[config.mk]
export PLATFORM = sky130hd
export DESIGN_NAME = vram_access_arbiter
export DESIGN_NICKNAME = d
export VERILOG_FILES = /design/src/rtl/vram_access_arbiter.sv
export SDC_FILE = /design/constraint.sdc
export NUM_CORES = 1
export LEC_CHECK = 0
export BUFFER_PORTS_ARGS = -buffer_cell sky130_fd_sc_hd__buf_2
export CAP_MARGIN = 20
export CORE_ASPECT_RATIO = 1.2
export CORE_MARGIN = 5
export CORE_UTILIZATION = 35
export CTS_CLUSTER_DIAMETER = 100
export DETAILED_ROUTE_END_ITERATION = 16
export GPL_ROUTABILITY_DRIVEN = 0
export HOLD_SLACK_MARGIN = 0.08
export PLACE_DENSITY_LB_ADDON = 0.25
export SETUP_SLACK_MARGIN = 0.5
export SLEW_MARGIN = 20
export SYNTH_ARGS = -nofsm -noshare
export SYNTH_HDL_FRONTEND = slang
export SYNTH_SLANG_ARGS = --single-unit
export TNS_END_PERCENT = 10
[constraint.sdc]
create_clock -name clk -period 1.95 [get_ports clk]
set_clock_uncertainty 0.1 [all_clocks]
set_input_delay 0.39 -clock clk [delete_from_list [all_inputs] [get_ports clk]]
set_output_delay 0.39 -clock clk [all_outputs]
set_load 0.02 [all_outputs]
[src/rtl/vram_access_arbiter.sv]
// Arbitrates the single-port VRAM between video fetch strobes and the host CPU port.
// Video normally wins; a saturating wait counter forces the CPU ahead after CPU_MAX_WAIT cycles.
module vram_access_arbiter #(
    parameter int unsigned ADDR_W       = 13,
    parameter int unsigned DATA_W       = 8,
    parameter int unsigned CPU_MAX_WAIT = 4
) (
    input  logic              clk,
    input  logic              reset,
    input  logic              vid_req,
    input  logic [ADDR_W-1:0] vid_addr,
    output logic [DATA_W-1:0] vid_data,
    output logic              vid_valid,
    input  logic              cpu_req,
    input  logic              cpu_we,
    input  logic [ADDR_W-1:0] cpu_addr,
    input  logic [DATA_W-1:0] cpu_wdata,
    output logic [DATA_W-1:0] cpu_rdata,
    output logic              cpu_ack,
    output logic [ADDR_W-1:0] ram_addr,
    output logic              ram_we,
    output logic [DATA_W-1:0] ram_wdata,
    input  logic [DATA_W-1:0] ram_rdata,
    output logic              vid_overrun
);

    localparam int unsigned WaitW = (CPU_MAX_WAIT > 0) ? $clog2(CPU_MAX_WAIT + 1) : 1;
    localparam logic [WaitW-1:0] WaitMax = WaitW'(CPU_MAX_WAIT);

    logic [WaitW-1:0]  cpu_wait_q, cpu_wait_d;
    logic              pend_valid_q, pend_valid_d;
    logic [ADDR_W-1:0] pend_addr_q, pend_addr_d;
    logic [ADDR_W-1:0] ram_addr_q, ram_addr_d;
    logic              ram_we_q, ram_we_d;
    logic [DATA_W-1:0] ram_wdata_q, ram_wdata_d;
    logic              own_vid_q, own_vid_d;
    logic              own_cpu_q, own_cpu_d;
    logic              vid_valid_q, vid_valid_d;
    logic              cpu_ack_q, cpu_ack_d;
    logic              cpu_rd_q, cpu_rd_d;
    logic [DATA_W-1:0] vid_data_q, vid_data_d;
    logic [DATA_W-1:0] cpu_rdata_q, cpu_rdata_d;
    logic              vid_overrun_q, vid_overrun_d;

    logic cpu_elig, force_cpu, gnt_cpu, gnt_pend, gnt_new;

    // Decision is made this cycle; the winner owns the RAM port next cycle.
    always_comb begin
        cpu_elig  = cpu_req & ~own_cpu_q & ~cpu_ack_q;
        force_cpu = cpu_elig & (cpu_wait_q == WaitMax);
        gnt_pend  = ~force_cpu & pend_valid_q;
        gnt_new   = ~force_cpu & ~pend_valid_q & vid_req;
        gnt_cpu   = force_cpu | (cpu_elig & ~pend_valid_q & ~vid_req);
    end

    always_comb begin
        ram_addr_d  = ram_addr_q;
        ram_we_d    = 1'b0;
        ram_wdata_d = ram_wdata_q;
        if (gnt_pend) begin
            ram_addr_d = pend_addr_q;
        end else if (gnt_new) begin
            ram_addr_d = vid_addr;
        end else if (gnt_cpu) begin
            ram_addr_d = cpu_addr;
            ram_we_d   = cpu_we;
            if (cpu_we) begin
                ram_wdata_d = cpu_wdata;
            end
        end

        own_vid_d   = gnt_pend | gnt_new;
        own_cpu_d   = gnt_cpu;
        vid_valid_d = own_vid_q;
        cpu_ack_d   = own_cpu_q;
        cpu_rd_d    = own_cpu_q & ~ram_we_q;
        vid_data_d  = vid_valid_q ? ram_rdata : vid_data_q;
        cpu_rdata_d = cpu_rd_q ? ram_rdata : cpu_rdata_q;

        pend_valid_d  = pend_valid_q;
        pend_addr_d   = pend_addr_q;
        vid_overrun_d = vid_overrun_q;
        if (gnt_pend) begin
            pend_valid_d = vid_req;
            pend_addr_d  = vid_addr;
        end else if (vid_req && !gnt_new) begin
            // Only a forced CPU slot can displace a new strobe here.
            if (!pend_valid_q) begin
                pend_valid_d = 1'b1;
                pend_addr_d  = vid_addr;
            end else begin
                vid_overrun_d = 1'b1;
            end
        end

        cpu_wait_d = cpu_wait_q;
        if (!cpu_req || gnt_cpu) begin
            cpu_wait_d = '0;
        end else if (cpu_elig && (cpu_wait_q != WaitMax)) begin
            cpu_wait_d = cpu_wait_q + WaitW'(1);
        end
    end

    always_ff @(posedge clk) begin
        if (reset) begin
            cpu_wait_q    <= '0;
            pend_valid_q  <= 1'b0;
            pend_addr_q   <= '0;
            ram_addr_q    <= '0;
            ram_we_q      <= 1'b0;
            ram_wdata_q   <= '0;
            own_vid_q     <= 1'b0;
            own_cpu_q     <= 1'b0;
            vid_valid_q   <= 1'b0;
            cpu_ack_q     <= 1'b0;
            cpu_rd_q      <= 1'b0;
            vid_data_q    <= '0;
            cpu_rdata_q   <= '0;
            vid_overrun_q <= 1'b0;
        end else begin
            cpu_wait_q    <= cpu_wait_d;
            pend_valid_q  <= pend_valid_d;
            pend_addr_q   <= pend_addr_d;
            ram_addr_q    <= ram_addr_d;
            ram_we_q      <= ram_we_d;
            ram_wdata_q   <= ram_wdata_d;
            own_vid_q     <= own_vid_d;
            own_cpu_q     <= own_cpu_d;
            vid_valid_q   <= vid_valid_d;
            cpu_ack_q     <= cpu_ack_d;
            cpu_rd_q      <= cpu_rd_d;
            vid_data_q    <= vid_data_d;
            cpu_rdata_q   <= cpu_rdata_d;
            vid_overrun_q <= vid_overrun_d;
        end
    end

    // Read data is forwarded straight from the RAM in the completion cycle, then held.
    assign vid_data    = vid_valid_q ? ram_rdata : vid_data_q;
    assign cpu_rdata   = cpu_rd_q ? ram_rdata : cpu_rdata_q;
    assign vid_valid   = vid_valid_q;
    assign cpu_ack     = cpu_ack_q;
    assign ram_addr    = ram_addr_q;
    assign ram_we      = ram_we_q;
    assign ram_wdata   = ram_wdata_q;
    assign vid_overrun = vid_overrun_q;

endmodule

==> results of run 1 <==
-- worst max-delay path, stage by stage (launching register included) --
cell and delay, ns:
dfxtp_4 0.43, mux2_2 0.36, buf_2 0.16
-- power by group through the flow --
stage	registers [mW]	logic (mW)	clock network, mW
after floorplan	1.37	0.221	0
after global placement	1.34	0.409	0
after detailed placement	1.34	0.417	0
after CTS	1.31	0.458	1.19
after global routing	1.32	0.503	1.24
final	1.31	0.464	1.15
-- state kept, by name, summed over array words and instances (netlist names), 3 cells and up --
signal / flops
pend_addr_q: 13
ram_addr: 13
cpu_rdata_q: 8
ram_wdata: 8
vid_data_q: 8
cpu_wait_q: 3
-- worst max path at each step --
stage / from / endpoint / slack [ns] / cells past startpoint
after global placement: cpu_req / ram_addr[10] / 0.02 / 6
after global routing: cpu_ack / pend_addr_q[1] / 0.11 / 5
after CTS: vid_valid / vid_data[6] / 0.14 / 3
final: cpu_rd_q / cpu_rdata[2] / 0.17 / 2
after floorplan: cpu_req / pend_addr_q[0] / 0.16 / 6
after detailed placement: cpu_req / ram_addr[1] / -0.02 / 6
-- cells by family (layout without fill, tap and decap cells) --
logic type / Yosys count / in the layout
simple gates: 128 / 128
flops: 61 / 61
compound gates: 48 / 48
mux: 37 / 37
buf+inv: 31 / 135
fa+ha+maj: 2 / 2
xor+xnor: 1 / 1
-- metal layers --
layer	vias to the layer above	share of wire [%]	wire (um)	global-route usage (%)
met5	-	0	0	0
met4	0	1.7	140	7.43
met3	11	3.9	314	3.63
met2	57	51	4100	27.0
met1	1215	44	3550	18.7
li1	1283	-	-	-
-- metrics by stage --
stage	hold WS (ns)	TNS, ns	total power [mW]	cells
floorplan	0.314	0	1.59	308
finish	0.184	0	2.92	507
global route	0.181	0	3.06	507
detailed placement	0.300	-0.0248	1.76	483
global placement	0.300	0	1.75	483
CTS	0.164	0	2.96	499
-- cells in the final DEF, fill, tap and decap left out, drive strengths merged, types with 2 or more instances in the layout --
| cell | synthesis | routed |
|---|---|---|
| nand2 | 6 | 6 |
| clkinv | 0 | 2 |
| nor2 | 21 | 21 |
| o21bai | 9 | 9 |
| o31ai | 9 | 9 |
| nor2b | 20 | 20 |
| buf | 11 | 111 |
| ha | 2 | 2 |
| nor4 | 9 | 9 |
| nor3b | 2 | 2 |
| clkbuf | 13 | 13 |
| mux2 | 16 | 16 |
| o21ai | 2 | 2 |
| a21oi | 12 | 12 |
| or3 | 18 | 18 |
| o22a | 4 | 4 |
| nand3b | 10 | 10 |
| inv | 7 | 7 |
| dfxtp | 61 | 61 |
| mux2i | 21 | 21 |
| o221a | 4 | 4 |
| nand2b | 27 | 27 |
| a2111oi | 4 | 4 |
| nor3 | 10 | 10 |
-- cell type report --
type	instances	area, sq um	share of cell area (%)
Sequential cell	61	1230	30.4
Timing Repair Buffer	113	810	20.0
Clock buffer	11	151	3.74
Tap cell	95	119	2.94
Multi-Input combinational cell	216	1670	41.1
Inverter	7	26.3	0.649
Clock inverter	4	47.5	1.17
-- timing repair --
item / CTS / global route
gates resized for setup: 54 / 14
setup endpoints to repair: 59 / 59
cloned: 1 / 2
buffers inserted: 0 / 6
pin swaps: 0 / 2
==> impl_metrics.json, run 1 <==
{
  "outcome": "finished clean",
  "cts_root_buf": "clkbuf_8",
  "cp-end-kind": "primary output",
  "hpwl_um": 5310,
  "relSlewSlack_pct": 46.2,
  "ys_async_sr_fraction_pct": 0,
  "synth_edf_count": 0,
  "synth_compound_area_share_pct": 12.8,
  "wl_um": 8100,
  "synth_top_family_by_area": "simple AND/OR/NAND/NOR gates",
  "reg2reg_to": "pend_addr_q[5]",
  "ir_worst_vdd_mv": 0.343,
  "drive_gt1_share_pct": 41.3,
  "final_area_sq_um": 4050,
  "ios": 88,
  "areaGrowthSynthToFinish_pct": 39.2,
  "hold_end": "ram_wdata[6]",
  "cp_max_fo": 8,
  "syn-instance-count": 308,
  "routedWlPerCell_um": 16.0,
  "diodes": 0,
  "cts_hold_buffers": 0,
  "min_from": "cpu_wdata[6]",
  "yosys-top-cells-area": "dfxtp_1 (42%), mux2i_1 (7.2%), mux2_2 (6.2%), nand2b_1 (5.8%), nor2b_1 (4.3%)",
  "setup_viol": 0,
  "clock_latency_ns": 0.34,
  "portBuffers": 87,
  "min_path_cells": 3,
  "synth-main-ff-cell": "dfxtp_1",
  "pwr-share-clk_pct": 39.2,
  "r2r_slack_ns": 0.18,
  "worstPathRequired_ns": 1.46,
  "die_h_um": 110,
  "yosysTopAreaCellShare_pct": 42.0,
  "rsz0062_at_grt": "yes",
  "yosysSeqAreaShare_pct": 42.0,
  "antenna_found_initial": 0,
  "critPathLaunchType": "flip-flop",
  "fin_crit_ns": 1.78,
  "yosys_warnings": 0,
  "vias": 2566,
  "placed_area_sq_um": 3530,
  "switching_share_pct": 26.1,
  "htree_levels": 3,
  "fin_ws_ns": 0.168,
  "yosys.area.top_type": "dfxtp_1",
  "critPathKind": "flip-flop to primary output",
  "drc": 0,
  "clkTransAtPathRegs_ns": 0.07,
  "finalHoldViolCount": 0,
  "cts.sinks": 61,
  "synth-simple-area-share_pct": 25.7,
  "num_rows": 36,
  "maxSlewViolCount": 0,
  "worstRegToRegCells": 5,
  "drtIter0Drc": 95,
  "final_util_pct": 49.9,
  "p_int_mw": 2.16,
  "die_w_um": 93.2,
  "vias_per_cell": 5.06,
  "nNetsFinal": 457,
  "hold_path.class": "input pin to flip-flop",
  "yosys.area_share.adder_pct": 0.861,
  "final_antenna_net_count": 0,
  "synth_xor_area_share_pct": 0.301,
  "grt_use_total_pct": 15.8,
  "cp.arrival_ns": 1.29,
  "clk_path_buf_depth": 2,
  "cts_inserted_buffers": 9,
  "powerDensity_nw_per_um2": 722,
  "dr.pass1.iters": 4,
  "period_share_pct": 91.4,
  "avgSynthCellArea_sq_um": 9.44,
  "grt_max_degree": 51,
  "drv_cap": 0,
  "synth_nets": 357,
  "max_freq_ghz": 0.561,
  "worst_pin_slew_ns": 0.807,
  "synth-seq-cells": 61,
  "synth_most_common_cell": "dfxtp_1",
  "grt_pass1_wl_um": 12500,
  "sequentialPowerShare_pct": 44.9,
  "overflow": 0,
  "pre_cts_slack_ns": -0.0208,
  "reg2reg_from": "cpu_ack",
  "synth_area_sq_um": 2910,
  "cts_tree": "yes",
  "die_area_sq_um": 10200,
  "start_util_pct": 35.9,
  "synthTopCellsByCount": "dfxtp_1 (61), nand2b_1 (27), mux2i_1 (21)",
  "grt_pass1_vias": 2578,
  "core_region_area_sq_um": 8110,
  "fillers": 801,
  "p_leak_nw": 1.92,
  "ys_types": 38,
  "synthMuxAreaShare_pct": 13.4,
  "p_sw_mw": 0.763,
  "p_comb_share_pct": 15.9
}
(Power assumes the default switching activity.)
==> run 2: changes to the inputs <==
--- a/config.mk
+++ b/config.mk
@@ -9,7 +9,7 @@
 export CAP_MARGIN = 20
 export CORE_ASPECT_RATIO = 1.2
 export CORE_MARGIN = 5
-export CORE_UTILIZATION = 35
+export CORE_UTILIZATION = 45
 export CTS_CLUSTER_DIAMETER = 100
 export DETAILED_ROUTE_END_ITERATION = 16
 export GPL_ROUTABILITY_DRIVEN = 0
==> constraint.sdc (replaced) <==
create_clock -name clk -period 1.65 [get_ports clk]
set_clock_uncertainty 0.1 [all_clocks]
set_input_delay 0.33 -clock clk [delete_from_list [all_inputs] [get_ports clk]]
set_output_delay 0.33 -clock clk [all_outputs]
set_load 0.02 [all_outputs]
==> run 2 against run 1 <==
  * The flow now finishes with violations (negative setup slack)
  * Via count grew 3.2%
  * Sequential power grew 19%
  * First-iteration DRC count grew 26%
  * Register-to-register slack lost 0.27 ns
  * Global-route usage grew 3.5 points
  * Clock power grew 39%
  * Die area shrank 20%
  * Count of clock-buffer cells in the layout shrank 1
  * Final area grew 7.2%
  * Critical path type is now flip-flop to flip-flop
  * Critical endpoint is now pend_addr_q[4]
  * Largest cell class unchanged
==> impl_metrics.json, run 2 (synthesis results as in run 1) <==
{
  "cp-end-kind": "flip-flop",
  "ios": 88,
  "ir_worst_vdd_mv": 0.727,
  "diodes": 0,
  "antenna_found_initial": 0,
  "p_leak_nw": 2.01,
  "final_area_sq_um": 4340,
  "cp_max_fo": 6,
  "powerDensity_nw_per_um2": 868,
  "cp_slowest_cell": "or3b_4",
  "placed_area_sq_um": 3650,
  "htree_levels": 3,
  "hpwl_um": 5220,
  "cts_hold_buffers": 0,
  "clk_path_buf_depth": 2,
  "placed_cells": 490,
  "relSlewSlack_pct": 75.0,
  "drv_cap": 0,
  "hold_path.class": "input pin to flip-flop",
  "maxSlewViolCount": 0,
  "worstSetupPathDepth": 6,
  "critPathKind": "flip-flop to flip-flop",
  "cts_tree": "yes",
  "violations": "negative setup slack",
  "outcome": "complete, but fails checks",
  "overflow": 0,
  "critical_path.top_delay_family": "simple AND/OR/NAND/NOR gates",
  "grt_use_total_pct": 19.2,
  "wl_um": 7830,
  "finalHoldViolCount": 0,
  "grt_pass1_vias": 2631,
  "dr.pass1.iters": 4,
  "slowest_delay_ns": 0.44,
  "vias": 2649,
  "grt_pass1_wl_um": 12700,
  "start_util_pct": 45.7,
  "cts.sinks": 61,
  "drc": 0,
  "period_share_pct": 105,
  "cts_root_buf": "clkbuf_8",
  "critPathLaunchType": "flip-flop",
  "drive_gt1_share_pct": 46.4,
  "areaGrowthSynthToFinish_pct": 49.2,
  "portBuffers": 87,
  "fin_ws_ns": -0.0890,
  "power.total_mw": 3.77,
  "vias_per_cell": 5.17,
  "hold_slack_ns": 0.126,
  "worstPathRequired_ns": 1.81,
  "setup_viol": 38,
  "core_region_area_sq_um": 6370,
  "final_common_cell": "buf_2",
  "final_util_pct": 68.2,
  "grt_max_degree": 34,
  "layout.cells.non_filler": 512,
  "nNetsFinal": 471,
  "worstPathCellList": "or3b_4 > o21ai_4 > a21boi_4 > buf_6 > buf_12 > mux2i_1",
  "die_w_um": 83.4,
  "cts_inserted_buffers": 9,
  "num_rows": 32,
  "worst_pin_slew_ns": 0.375,
  "path_buf_inv": 2,
  "min_path_cells": 3,
  "final_antenna_net_count": 0,
  "fin_crit_ns": 1.74,
  "die_area_sq_um": 8180,
  "worstRegToRegCells": 6,
  "die_h_um": 98.1,
  "routedWlPerCell_um": 15.3,
  "clkTransAtPathRegs_ns": 0.07,
  "cp.arrival_ns": 1.90,
  "drtIter0Drc": 120,
  "mostFrequentLayoutCells": "buf_2 (56), dfxtp_1 (43), buf_6 (36)",
  "clock_latency_ns": 0.33,
  "max_freq_ghz": 0.575,
  "rsz0062_at_grt": "yes"
}
==> run 2: cell count changes in the layout (fill, tap and decap cells not counted), sizes merged <==
cell,delta
bufinv,+2
clkbuf,-3
buf,+16
==> run 2: power by group <==
group | leakage [nW] | switching [mW] | internal, mW
logic | 1.39 | 0.296 | 0.314
registers | 0.505 | 0.0304 | 1.53
clock network | 0.116 | 0.593 | 1.00
total | 2.01 | 0.920 | 2.85
==> run 2: stage by stage <==
step | setup TNS (ns) | setup slack, ns
4_1_cts | -2.57 | -0.0985
6_report | -1.92 | -0.0890
5_1_grt | -4.34 | -0.186
2_1_floorplan | -1.93 | -0.119
3_3_place_gp | -5.89 | -0.200
3_5_place_dp | -6.83 | -0.245
==> run 2: repair_timing <==
action | in CTS | in global routing
hold endpoints to repair | 0 | 0
buffers inserted | 5 | 0
resized for setup | 93 | 31
endpoints found under the setup margin | 98 | 96
gates cloned | 1 | 0
pin swaps | 6 | 6
==> run 2: worst register-to-register path: stages (launching register included) <==
cell and delay [ns]:
dfxtp_2 0.32, or3b_4 0.44, o21ai_4 0.16, a21boi_4 0.22, buf_6 0.13, buf_12 0.12, mux2i_1 0.18
==> run 2: routing by layer <==
layer | up-vias | part of all wire, % | track usage (%)
li1 | 1315 | - | -
met1 | 1252 | 44 | 22.3
met2 | 70 | 50 | 34.0
met3 | 12 | 4.3 | 3.97
met4 | 0 | 1.8 | 8.30
met5 | - | 0 | 0
==> run 2: final timing paths <==
kind                                        to  slack [ns]    startpoint
worst max-delay path            pend_addr_q[4]       -0.09     cpu_ack_d
worst min-delay path              ram_wdata[1]        0.13  cpu_wdata[1]
worst min register to register        cpu_rd_q        0.31        ram_we
worst max register to register  pend_addr_q[4]       -0.09     cpu_ack_d
==> run 2: layout make-up <==
type | count | area (sq um)
multi-input combinational | 216 | 1690
tap | 85 | 106
fill | 482 | 2030
inverter | 7 | 26.3
clock buffer | 10 | 128
sequential | 61 | 1240
clock inverter | 6 | 111
timing repair buffer | 127 | 1030
